File: config.mk
export PLATFORM = sky130hd
export DESIGN_NAME = rc4_decrypt_prga_flat
export DESIGN_NICKNAME = d
export VERILOG_FILES = /design/src/rtl/rc4_pkg.sv /design/src/rtl/rc4_decrypt_prga_if.sv /design/src/rtl/rc4_char_check.sv /design/src/rtl/rc4_decrypt_prga.sv /design/src/flat_wrapper.sv
export SDC_FILE = /design/constraint.sdc
export NUM_CORES = 1
export LEC_CHECK = 0
export CAP_MARGIN = 5
export CORE_ASPECT_RATIO = 0.6
export CORE_MARGIN = 5
export CORE_UTILIZATION = 58
export CTS_CLUSTER_DIAMETER = 50
export CTS_CLUSTER_SIZE = 20
export DETAILED_ROUTE_END_ITERATION = 6
export PLACE_DENSITY = 0.86
export SLEW_MARGIN = 10
export SYNTH_ARGS = -nofsm -noshare
export SYNTH_HDL_FRONTEND = slang
export SYNTH_HIERARCHICAL = 1
export SYNTH_SLANG_ARGS = --single-unit
File: constraint.sdc
create_clock -name clock -period 6.5 [get_ports clock]
set_input_delay 0.975 -clock clock [delete_from_list [all_inputs] [get_ports clock]]
set_output_delay 0.975 -clock clock [all_outputs]
set_load 0.005 [all_outputs]
File: src/rtl/rc4_pkg.sv
// Shared RC4 definitions used by the KSA stage, the PRGA/decrypt stage and
// the key-search master.
//   state_t         : PRGA/decrypt state encoding
//   CHAR_LO/HI      : inclusive range of legal lowercase plaintext characters
//   CHAR_SPACE      : the only other legal plaintext character
//   DEFAULT_MSG_LEN : message length in bytes
//   addr_width()    : message address width; kept at least 1 bit so that a
//                     one-byte message still has a usable port
package rc4_pkg;

    localparam int DEFAULT_MSG_LEN = 32;

    localparam logic [7:0] CHAR_LO    = 8'h61;
    localparam logic [7:0] CHAR_HI    = 8'h7A;
    localparam logic [7:0] CHAR_SPACE = 8'h20;

    typedef enum logic [3:0] {
        ST_IDLE,
        ST_INIT,
        ST_INC_I,
        ST_RD_SI,
        ST_CAP_SI,
        ST_RD_SJ,
        ST_CAP_SJ,
        ST_WR_SI,
        ST_WR_SJ,
        ST_RD_F,
        ST_CAP_F,
        ST_WR_OUT,
        ST_DONE
    } state_t;

    function automatic int addr_width(input int len);
        return (len > 1) ? $clog2(len) : 1;
    endfunction

endpackage

File: src/rtl/rc4_decrypt_prga_if.sv
// Bus bundle between the PRGA/decrypt stage and its surroundings.
//   start/finish/valid : run handshake with the key-search master
//   s_*                : S RAM port (one-cycle registered read)
//   rom_*              : encrypted-message ROM (one-cycle registered read)
//   ram_*              : decrypted-message RAM write port
// Modports: slave = the decrypt stage, master = master plus memories.
interface rc4_decrypt_prga_if
    import rc4_pkg::*;
#(
    parameter int MSG_LEN = DEFAULT_MSG_LEN
);
    localparam int AW = addr_width(MSG_LEN);

    logic          start;
    logic          finish;
    logic          valid;
    logic [7:0]    s_address;
    logic [7:0]    s_data_in;
    logic [7:0]    s_data_out;
    logic          s_write_enable;
    logic [AW-1:0] rom_address;
    logic [7:0]    rom_data;
    logic [AW-1:0] ram_address;
    logic [7:0]    ram_data_out;
    logic          ram_write_enable;

    modport slave (
        input  start, s_data_in, rom_data,
        output finish, valid, s_address, s_data_out, s_write_enable,
               rom_address, ram_address, ram_data_out, ram_write_enable
    );

    modport master (
        output start, s_data_in, rom_data,
        input  finish, valid, s_address, s_data_out, s_write_enable,
               rom_address, ram_address, ram_data_out, ram_write_enable
    );

endinterface

File: src/rtl/rc4_char_check.sv
// Combinational plaintext character filter.
//   char_in : candidate plaintext byte
//   legal   : 1 when char_in is 'a'..'z' or space
module rc4_char_check
    import rc4_pkg::*;
(
    input  logic [7:0] char_in,
    output logic       legal
);

    assign legal = ((char_in >= CHAR_LO) && (char_in <= CHAR_HI)) ||
                   (char_in == CHAR_SPACE);

endmodule

File: src/rtl/rc4_decrypt_prga.sv
// RC4 PRGA + decrypt stage. Walks the pre-scheduled S memory, XORs each
// keystream byte with the encrypted ROM byte, writes the plaintext to the
// decrypted RAM and stops early on the first illegal character.
//   clock, reset : clock and synchronous active-high reset
//   bus (slave)  : start/finish/valid handshake, S RAM, ROM and RAM ports
// Every byte takes ten states; all strobes and addresses are decoded from
// the registered state so they are glitch-free.
module rc4_decrypt_prga
    import rc4_pkg::*;
#(
    parameter int MSG_LEN = DEFAULT_MSG_LEN
) (
    input  logic              clock,
    input  logic              reset,
    rc4_decrypt_prga_if.slave bus
);

    localparam int AW = addr_width(MSG_LEN);
    localparam logic [AW-1:0] LAST_K = AW'(MSG_LEN - 1);

    state_t        state_reg, state_next;
    logic [7:0]    i_reg, j_reg, si_reg, sj_reg, f_reg, enc_reg;
    logic [AW-1:0] k_reg;
    logic          valid_reg;

    logic [7:0]    plain_byte;
    logic          plain_legal;
    logic          last_byte;

    logic [7:0]    s_addr_comb, s_wdata_comb, ram_wdata_comb;
    logic          s_we_comb, ram_we_comb, finish_comb;

    assign plain_byte = f_reg ^ enc_reg;
    assign last_byte  = (k_reg == LAST_K);

    rc4_char_check u_char_check (
        .char_in (plain_byte),
        .legal   (plain_legal)
    );

    always_ff @(posedge clock) begin
        if (reset) begin
            state_reg <= ST_IDLE;
            i_reg     <= '0;
            j_reg     <= '0;
            k_reg     <= '0;
            si_reg    <= '0;
            sj_reg    <= '0;
            f_reg     <= '0;
            enc_reg   <= '0;
            valid_reg <= 1'b0;
        end else begin
            state_reg <= state_next;
            case (state_reg)
                ST_INIT: begin
                    i_reg     <= '0;
                    j_reg     <= '0;
                    k_reg     <= '0;
                    valid_reg <= 1'b1;
                end
                ST_INC_I:  i_reg <= i_reg + 8'd1;
                ST_CAP_SI: begin
                    si_reg <= bus.s_data_in;
                    j_reg  <= j_reg + bus.s_data_in;
                end
                ST_CAP_SJ: sj_reg <= bus.s_data_in;
                ST_CAP_F: begin
                    f_reg   <= bus.s_data_in;
                    enc_reg <= bus.rom_data;
                end
                ST_WR_OUT: begin
                    valid_reg <= valid_reg & plain_legal;
                    // k stays on the last written byte when the run ends
                    if (!last_byte && plain_legal)
                        k_reg <= k_reg + AW'(1);
                end
                default: ;
            endcase
        end
    end

    always_comb begin
        state_next     = state_reg;
        s_addr_comb    = 8'd0;
        s_wdata_comb   = 8'd0;
        s_we_comb      = 1'b0;
        ram_wdata_comb = 8'd0;
        ram_we_comb    = 1'b0;
        finish_comb    = 1'b0;
        case (state_reg)
            ST_IDLE:   if (bus.start) state_next = ST_INIT;
            ST_INIT:   state_next = ST_INC_I;
            ST_INC_I:  state_next = ST_RD_SI;
            // Read states hold the address for two cycles: present, then capture.
            ST_RD_SI: begin
                s_addr_comb = i_reg;
                state_next  = ST_CAP_SI;
            end
            ST_CAP_SI: begin
                s_addr_comb = i_reg;
                state_next  = ST_RD_SJ;
            end
            ST_RD_SJ: begin
                s_addr_comb = j_reg;
                state_next  = ST_CAP_SJ;
            end
            ST_CAP_SJ: begin
                s_addr_comb = j_reg;
                state_next  = ST_WR_SI;
            end
            // When i == j both writes store the same value, which is correct.
            ST_WR_SI: begin
                s_addr_comb  = i_reg;
                s_wdata_comb = sj_reg;
                s_we_comb    = 1'b1;
                state_next   = ST_WR_SJ;
            end
            ST_WR_SJ: begin
                s_addr_comb  = j_reg;
                s_wdata_comb = si_reg;
                s_we_comb    = 1'b1;
                state_next   = ST_RD_F;
            end
            // Post-swap S[i]+S[j] equals sj+si; 8-bit sum wraps mod 256.
            ST_RD_F: begin
                s_addr_comb = si_reg + sj_reg;
                state_next  = ST_CAP_F;
            end
            ST_CAP_F: begin
                s_addr_comb = si_reg + sj_reg;
                state_next  = ST_WR_OUT;
            end
            ST_WR_OUT: begin
                ram_we_comb    = 1'b1;
                ram_wdata_comb = plain_byte;
                state_next     = (last_byte || !plain_legal) ? ST_DONE : ST_INC_I;
            end
            ST_DONE: begin
                finish_comb = 1'b1;
                state_next  = ST_IDLE;
            end
            default:   state_next = ST_IDLE;
        endcase
    end

    assign bus.finish           = finish_comb;
    assign bus.valid            = valid_reg;
    assign bus.s_address        = s_addr_comb;
    assign bus.s_data_out       = s_wdata_comb;
    assign bus.s_write_enable   = s_we_comb;
    assign bus.rom_address      = k_reg;
    assign bus.ram_address      = k_reg;
    assign bus.ram_data_out     = ram_wdata_comb;
    assign bus.ram_write_enable = ram_we_comb;

endmodule

File: src/flat_wrapper.sv
// flat-port wrapper written by rule: the top's interface ports become plain ports
module rc4_decrypt_prga_flat import rc4_pkg::*;
#(
    parameter int MSG_LEN = DEFAULT_MSG_LEN
)
  (clock, reset, bus_start, bus_s_data_in, bus_rom_data, bus_finish, bus_valid, bus_s_address, bus_s_data_out, bus_s_write_enable, bus_rom_address, bus_ram_address, bus_ram_data_out, bus_ram_write_enable);
  rc4_decrypt_prga_if #(.MSG_LEN(MSG_LEN)) bus_i ();
  input  logic clock;
  input  logic reset;
  input wire logic [$bits(bus_i.start)-1:0] bus_start;
  input wire logic [$bits(bus_i.s_data_in)-1:0] bus_s_data_in;
  input wire logic [$bits(bus_i.rom_data)-1:0] bus_rom_data;
  output wire logic [$bits(bus_i.finish)-1:0] bus_finish;
  output wire logic [$bits(bus_i.valid)-1:0] bus_valid;
  output wire logic [$bits(bus_i.s_address)-1:0] bus_s_address;
  output wire logic [$bits(bus_i.s_data_out)-1:0] bus_s_data_out;
  output wire logic [$bits(bus_i.s_write_enable)-1:0] bus_s_write_enable;
  output wire logic [$bits(bus_i.rom_address)-1:0] bus_rom_address;
  output wire logic [$bits(bus_i.ram_address)-1:0] bus_ram_address;
  output wire logic [$bits(bus_i.ram_data_out)-1:0] bus_ram_data_out;
  output wire logic [$bits(bus_i.ram_write_enable)-1:0] bus_ram_write_enable;
  assign bus_i.start = bus_start;
  assign bus_i.s_data_in = bus_s_data_in;
  assign bus_i.rom_data = bus_rom_data;
  assign bus_finish = bus_i.finish;
  assign bus_valid = bus_i.valid;
  assign bus_s_address = bus_i.s_address;
  assign bus_s_data_out = bus_i.s_data_out;
  assign bus_s_write_enable = bus_i.s_write_enable;
  assign bus_rom_address = bus_i.rom_address;
  assign bus_ram_address = bus_i.ram_address;
  assign bus_ram_data_out = bus_i.ram_data_out;
  assign bus_ram_write_enable = bus_i.ram_write_enable;
  rc4_decrypt_prga #(.MSG_LEN(MSG_LEN)) u_core (.clock(clock), .reset(reset), .bus(bus_i));
endmodule
==> Yosys cells after proc, flatten, opt, wreduce, memory -nomap -nowiden <==
Index checks and enable logic that the tools add are counted.
{ "op_classes": {"addsub": 4, "n_mul": 0, "n_div": 0, "magnitude_cmp": 2, "n_eq_ne": 16, "shift": 0, "n_mux": 14, "bitwise": 2, "reduce_logical": 15} }
{ "ops": {"columns": ["op", "n"], "rows": [
  ["$pmux 4 s12", 1],
  ["$pmux 8 s2", 3],
  ["$pmux 8 s3", 1],
  ["$eq 4x4->1 const B", 5],
  ["$add 8x8->8", 2],
  ["$eq 4x3->1 const B", 4],
  ["$pmux 5 s2", 1],
  ["$add 8x1->8 const B", 1],
  ["$eq 4x2->1 const B", 2],
  ["$eq 8x6->1 const B", 1],
  ["$ge 8x7->1 const B", 1],
  ["$le 8x7->1 const B", 1],
  ["$mux 4", 2],
  ["$mux 8", 1],
  ["$xor 8x8->8", 1],
  ["$reduce_bool 2->1", 3],
  ["$reduce_or 3->1", 2],
  ["$add 5x1->5 const B", 1],
  ["$eq 5x5->1 const B", 1],
  ["$mux 5", 1],
  ["$eq 4x1->1 const B", 1],
  ["$logic_not 4->1", 1],
  ["$reduce_or 2->1", 2],
  ["$mux 1", 3],
  ["other kinds (8)", 11]
]} }
{ "word_totals": {"reg_bits": 58, "latch_bits": 0, "ramBits": 0, "mem_bits_ro": 0, "input_bits": 19, "elab_cells": 62, "memories": 0} }

==> Depth between registers and ports, before layout <==
{ "logic_depth": {"depth_word": 8, "ltp_mapped": 9} }

==> By module <==
Netlist, hierarchy kept.
{ "modules_own_cells": {"columns": ["mod", "n_inst", "cells_per_inst", "area_per_inst_um2", "seq_area_each_um2"], "rows": [
  ["rc4_decrypt_prga", 1, 429, 3384.5, 1161.1],
  ["rc4_char_check", 1, 10, 63.8, 0.0]
]} }

==> Worst setup path after synthesis <==
No wires, ideal clock.
{ "synth_path": {"path_type": "register to output", "start": "reg u_core.si_reg[0]", "end": "out bus_s_address[6]", "arrival_ps": 1632, "setup_slack_ps": 3893, "stages_incl_launch_ff": 9, "path_buffers": 0, "cell_sequence": "dfxtp_1 ha_1 inv_1 fa_1 nor2b_1 o31a_1 o21a_1 nor3_1 o31ai_1"} }
{ "synth_via": {"elab_chain_cells": 2} }
{ "synth_lines": {"columns": ["element", "line", "text"], "rows": [
  ["start: declaration", "rc4_decrypt_prga.sv:22", "logic [7:0] i_reg, j_reg, si_reg, sj_reg, f_reg, enc_reg;"],
  ["start signal: assignment", "rc4_decrypt_prga.sv:63", "si_reg <= bus.s_data_in;"],
  ["$add 8x8->8", "rc4_decrypt_prga.sv:126, rc4_decrypt_prga.sv:130", null],
  ["$pmux 8 s3", "rc4_decrypt_prga.sv:90", "case (state_reg)"],
  ["end: declaration", "flat_wrapper.sv:15", "output wire logic [$bits(bus_i.s_address)-1:0] bus_s_address;"]
]} }
No other way between the ends.

==> Worst setup path after layout <==
Ends and elaborated chain as after synthesis.

==> key figures <==
Timing
  – Rel. slew slack: 26.2%
  – Fmax: 0.252 GHz
  – Fin crit share: 61.0%
  – Final min period: 3.96 ns
  – Max-slew violations: 0
  – Final worst slack: 2.54 ns
  – Setup total negative slack: 0 ns
  – Clock Skew: 0.00877 ns
  – RSZ-0062 raised after global routing: false
  – Hold_ws: 0.465 ns
  – Final hold vios: 0
  – Measured slew at the worst slew-check pin: 1.11 ns
  – Final setup viols: 0

Detailed routing
  – Routed len/inst: 16.8 um
  – Final wirelength: 9510 um
  – DR pass1 iterations: 6
  – First DRT Iteration DRCs: 347
  – Via density: 6.03
  – Residual DRC count: 0
  – Vias: 3,412
  – Post-DRT Antenna Nets: 0

Logic synthesis
  – Fraction of registers with async set/reset: 0%
  – Yosys reg bits: 58
  – Post-Syn Instances: 439
  – Area share of the largest cell type after synthesis: 33.7%
  – Syn. warnings: 6
  – Area contributors post-synth: dfxtp_1 (34%), nand2_1 (9.1%), a21oi_1 (7.7%)
  – Number of synthesized flops with an enable pin: 0
  – Largest area contributor in the netlist: dfxtp_1
  – Synthesized area: 0.00345 sq mm
  – Cell variety after synth: 50
  – Syn avg cell area: 7.85 sq um
  – Syn nets: 477
  – Sequential element share of the synthesized area: 33.7%
  – Top_reg_cell synth: dfxtp_1

Layout
  – Cell area after layout: 0.00421 sq mm
  – Final nets: 519
  – Share of layout cells above drive strength 1: 7.82%
  – Area Growth Syn to Fin: 22.2%
  – Finished Layout Cells: 566
  – Antenna diodes: 0
  – Sequential Area: 0.00116 sq mm
  – Area of the multi-input gates: 0.00213 sq mm
  – Fillers: 437

Worst hold path
  – Min-Delay Path Class: reg -> reg

Clocking
  – CTS Hold Buffers Added: 0
  – Longest Clk Path Bufs: 2
  – Setup bufs post-CTS: 0
  – CTS tree: yes
  – Post-CTS resize count: 0
  – Num CTS Buffers: 9
  – Sink Count: 58
  – Reg clk slew, reported paths: 0.07 ns
  – CTS H-tree depth: 3
  – Skew-Pair Late Insertion Delay: 0.35 ns
  – CTS Root Cell: clkbuf_8

GRT
  – Gr usage total: 25.5%
  – Met3 Track Usage GR: 10.1%
  – Met2 usage: 38.2%
  – Top Usage Layer GRT: met2
  – Vias in the first global route: 3,236
  – Largest net degree at the start of global routing: 62
  – First-pass GRT wire length: 15,300 um
  – Initial antenna violation count: 0
  – Total gr overflow: 0
  – Met1 Use GR: 32.4%

Floorplanning
  – Die Wd: 110 um
  – Die area: 0.00764 sq mm
  – Starting density of the core: 60.8%
  – DIE HEIGHT: 69.7 um
  – Site row count: 21
  – Core Region: 0.00568 sq mm
  – Top Ports: 57

Placement
  – Hpwl dp: 6590 um
  – Placed Cells: 550
  – Port buffer count: 56
  – DP Worst Slack: 2.98 ns
  – Placement Cell Area: 0.00398 sq mm
  – GPL Wtd Cong: 0.927

Worst setup path
  – Worst R2R End: u_core/bus.ram_address[3]$_SDFFE_PP0P_
  – Worst-path cell chain: ha_1, inv_1, fa_1, nor2b_1, o31a_1, o21a_1, nor3_1, o31ai_1, clkdlybuf4s50_1
  – Worst Path Required: 5.52 ns
  – R2R Path Start: u_core/enc_reg[6]$_SDFFE_PP0P_
  – Worst Setup SP: u_core/si_reg[0]$_SDFFE_PP0P_
  – Critical Path Fanout Max: 3
  – CP Class: reg -> out
  – Slowest cell on crit path: clkdlybuf4s50_1
  – Setup crit end kind: output pin
  – Critical path depth in cells: 9
  – Critical Path End: bus_s_address[6]
  – CP delay by family, top: compound AO/OA/AOI/OAI gates
  – Crit path launch type: flip-flop
  – CP max stage delay: 0.60 ns
  – CP Buf/Inv Count: 2
  – R2R cell count: 9
  – WP data arrival: 2.99 ns
  – Flop-to-flop setup slack: 3.82 ns

Pwr
  – Leakage Power: 1.61 nW
  – Max VDD drop: 0.119 mV
  – P per Cell Area: 199 mW/mm^2

Status
  – Outcome: complete, no violations

Run
  – Max Cap Viol: 0
[layer usage]
metal  share of wire, %  up-vias  wire [um]
met1                 43     1589       4110
met5                  0        -          0
met3                 10       32        993
met4                2.3        0        216
met2                 44      169       4190
li1                   -     1622          -
[worst reg2reg max path, cell delays in order, from the launching register on]
cell and delay [ns]:
dfxtp_1 0.37, xor2_1 0.35, a21boi_0 0.25, o22ai_1 0.13
a2111oi_2 0.49, nor2b_1 0.40, a21oi_2 0.18, nor2_1 0.17
xnor2_1 0.13, nor3_1 0.06
[worst min-delay path by stage]
stage	start	end	slack, ns	cells past startpoint
after global routing	u_core/f_reg[4]$_SDFFE_PP0P_	u_core/f_reg[4]$_SDFFE_PP0P_	0.49	2
after detailed placement	u_core/enc_reg[0]$_SDFFE_PP0P_	u_core/enc_reg[0]$_SDFFE_PP0P_	0.46	2
after global placement	u_core/enc_reg[5]$_SDFFE_PP0P_	u_core/enc_reg[5]$_SDFFE_PP0P_	0.45	2
final	u_core/enc_reg[1]$_SDFFE_PP0P_	u_core/enc_reg[1]$_SDFFE_PP0P_	0.47	2
after floorplan	u_core/f_reg[0]$_SDFFE_PP0P_	u_core/f_reg[0]$_SDFFE_PP0P_	0.45	2
after CTS	u_core/enc_reg[0]$_SDFFE_PP0P_	u_core/enc_reg[0]$_SDFFE_PP0P_	0.47	2
[synthesized netlist by cell type, types with 3 or more instances]
library cell and n:
a211oi_1 5, a21o_1 5, a21oi_1 53, a221o_1 4, a22o_1 8, a22oi_1 9, and2_1 12, and3_1 5
buf_2 10, buf_4 6, clkbuf_1 9, dfxtp_1 58, ha_1 17, inv_1 7, mux2_2 5, nand2_1 84
nand2b_1 4, nand3_1 12, nand4b_1 3, nor2_1 30, nor2b_1 9, nor3_1 11, nor3b_1 3, o21a_1 3
o21ai_0 15, o21bai_1 3, xor2_1 14
[cells by family (layout without fill, tap and decap cells)]
kind of cell               count (synthesis)  after routing  share of synthesized area [%]
buffers and inverters                     32             79                           4.50
AOI/OAI and AO/OA                        115            115                           20.9
adders and majority gates                 19             19                           7.33
and+or+nand+nor                          193            193                           27.6
xor gates and xnor gates                  16             16                           4.06
muxes                                      6              6                           1.92
DFF                                       58             58                           33.7
[stage by stage]
step                utilization, %  power (mW)
global placement              70.0       0.445
CTS                           74.2       0.839
finish                        74.2       0.837
floorplan                        -       0.421
global route                  74.2       0.865
detailed placement            70.0       0.448
[where the power goes]
part | total, mW | switching, mW | leakage (nW) | internal (mW)
clock network | 0.395 | 0.148 | 0.119 | 0.246
registers | 0.374 | 0.0136 | 0.468 | 0.361
logic | 0.0680 | 0.0395 | 1.02 | 0.0285
total | 0.837 | 0.202 | 1.61 | 0.635
[area by class of cell]
| type | count | area share [%] |
|---|---|---|
| Timing Repair Buffer | 56 | 13.2 |
| Sequential cell | 58 | 27.6 |
| Multi-Input combinational cell | 349 | 50.6 |
| Clock buffer | 12 | 3.92 |
| Clock inverter | 4 | 1.72 |
| Tap cell | 80 | 2.38 |
| Inverter | 7 | 0.624 |
[placed cells by master (no fill, tap or decap), types with 7 or more instances in the layout]
cell type,instances
o21ai_0,15
dfxtp_1,58
clkbuf_8,12
nand2_1,84
xor2_1,14
a22oi_1,9
a22o_1,8
nor2_1,30
nand3_1,12
nor2b_1,9
nor3_1,11
and2_1,12
inv_1,7
ha_1,17
clkdlybuf4s50_1,55
a21oi_1,53
Power figures use the tool's default switching activity.
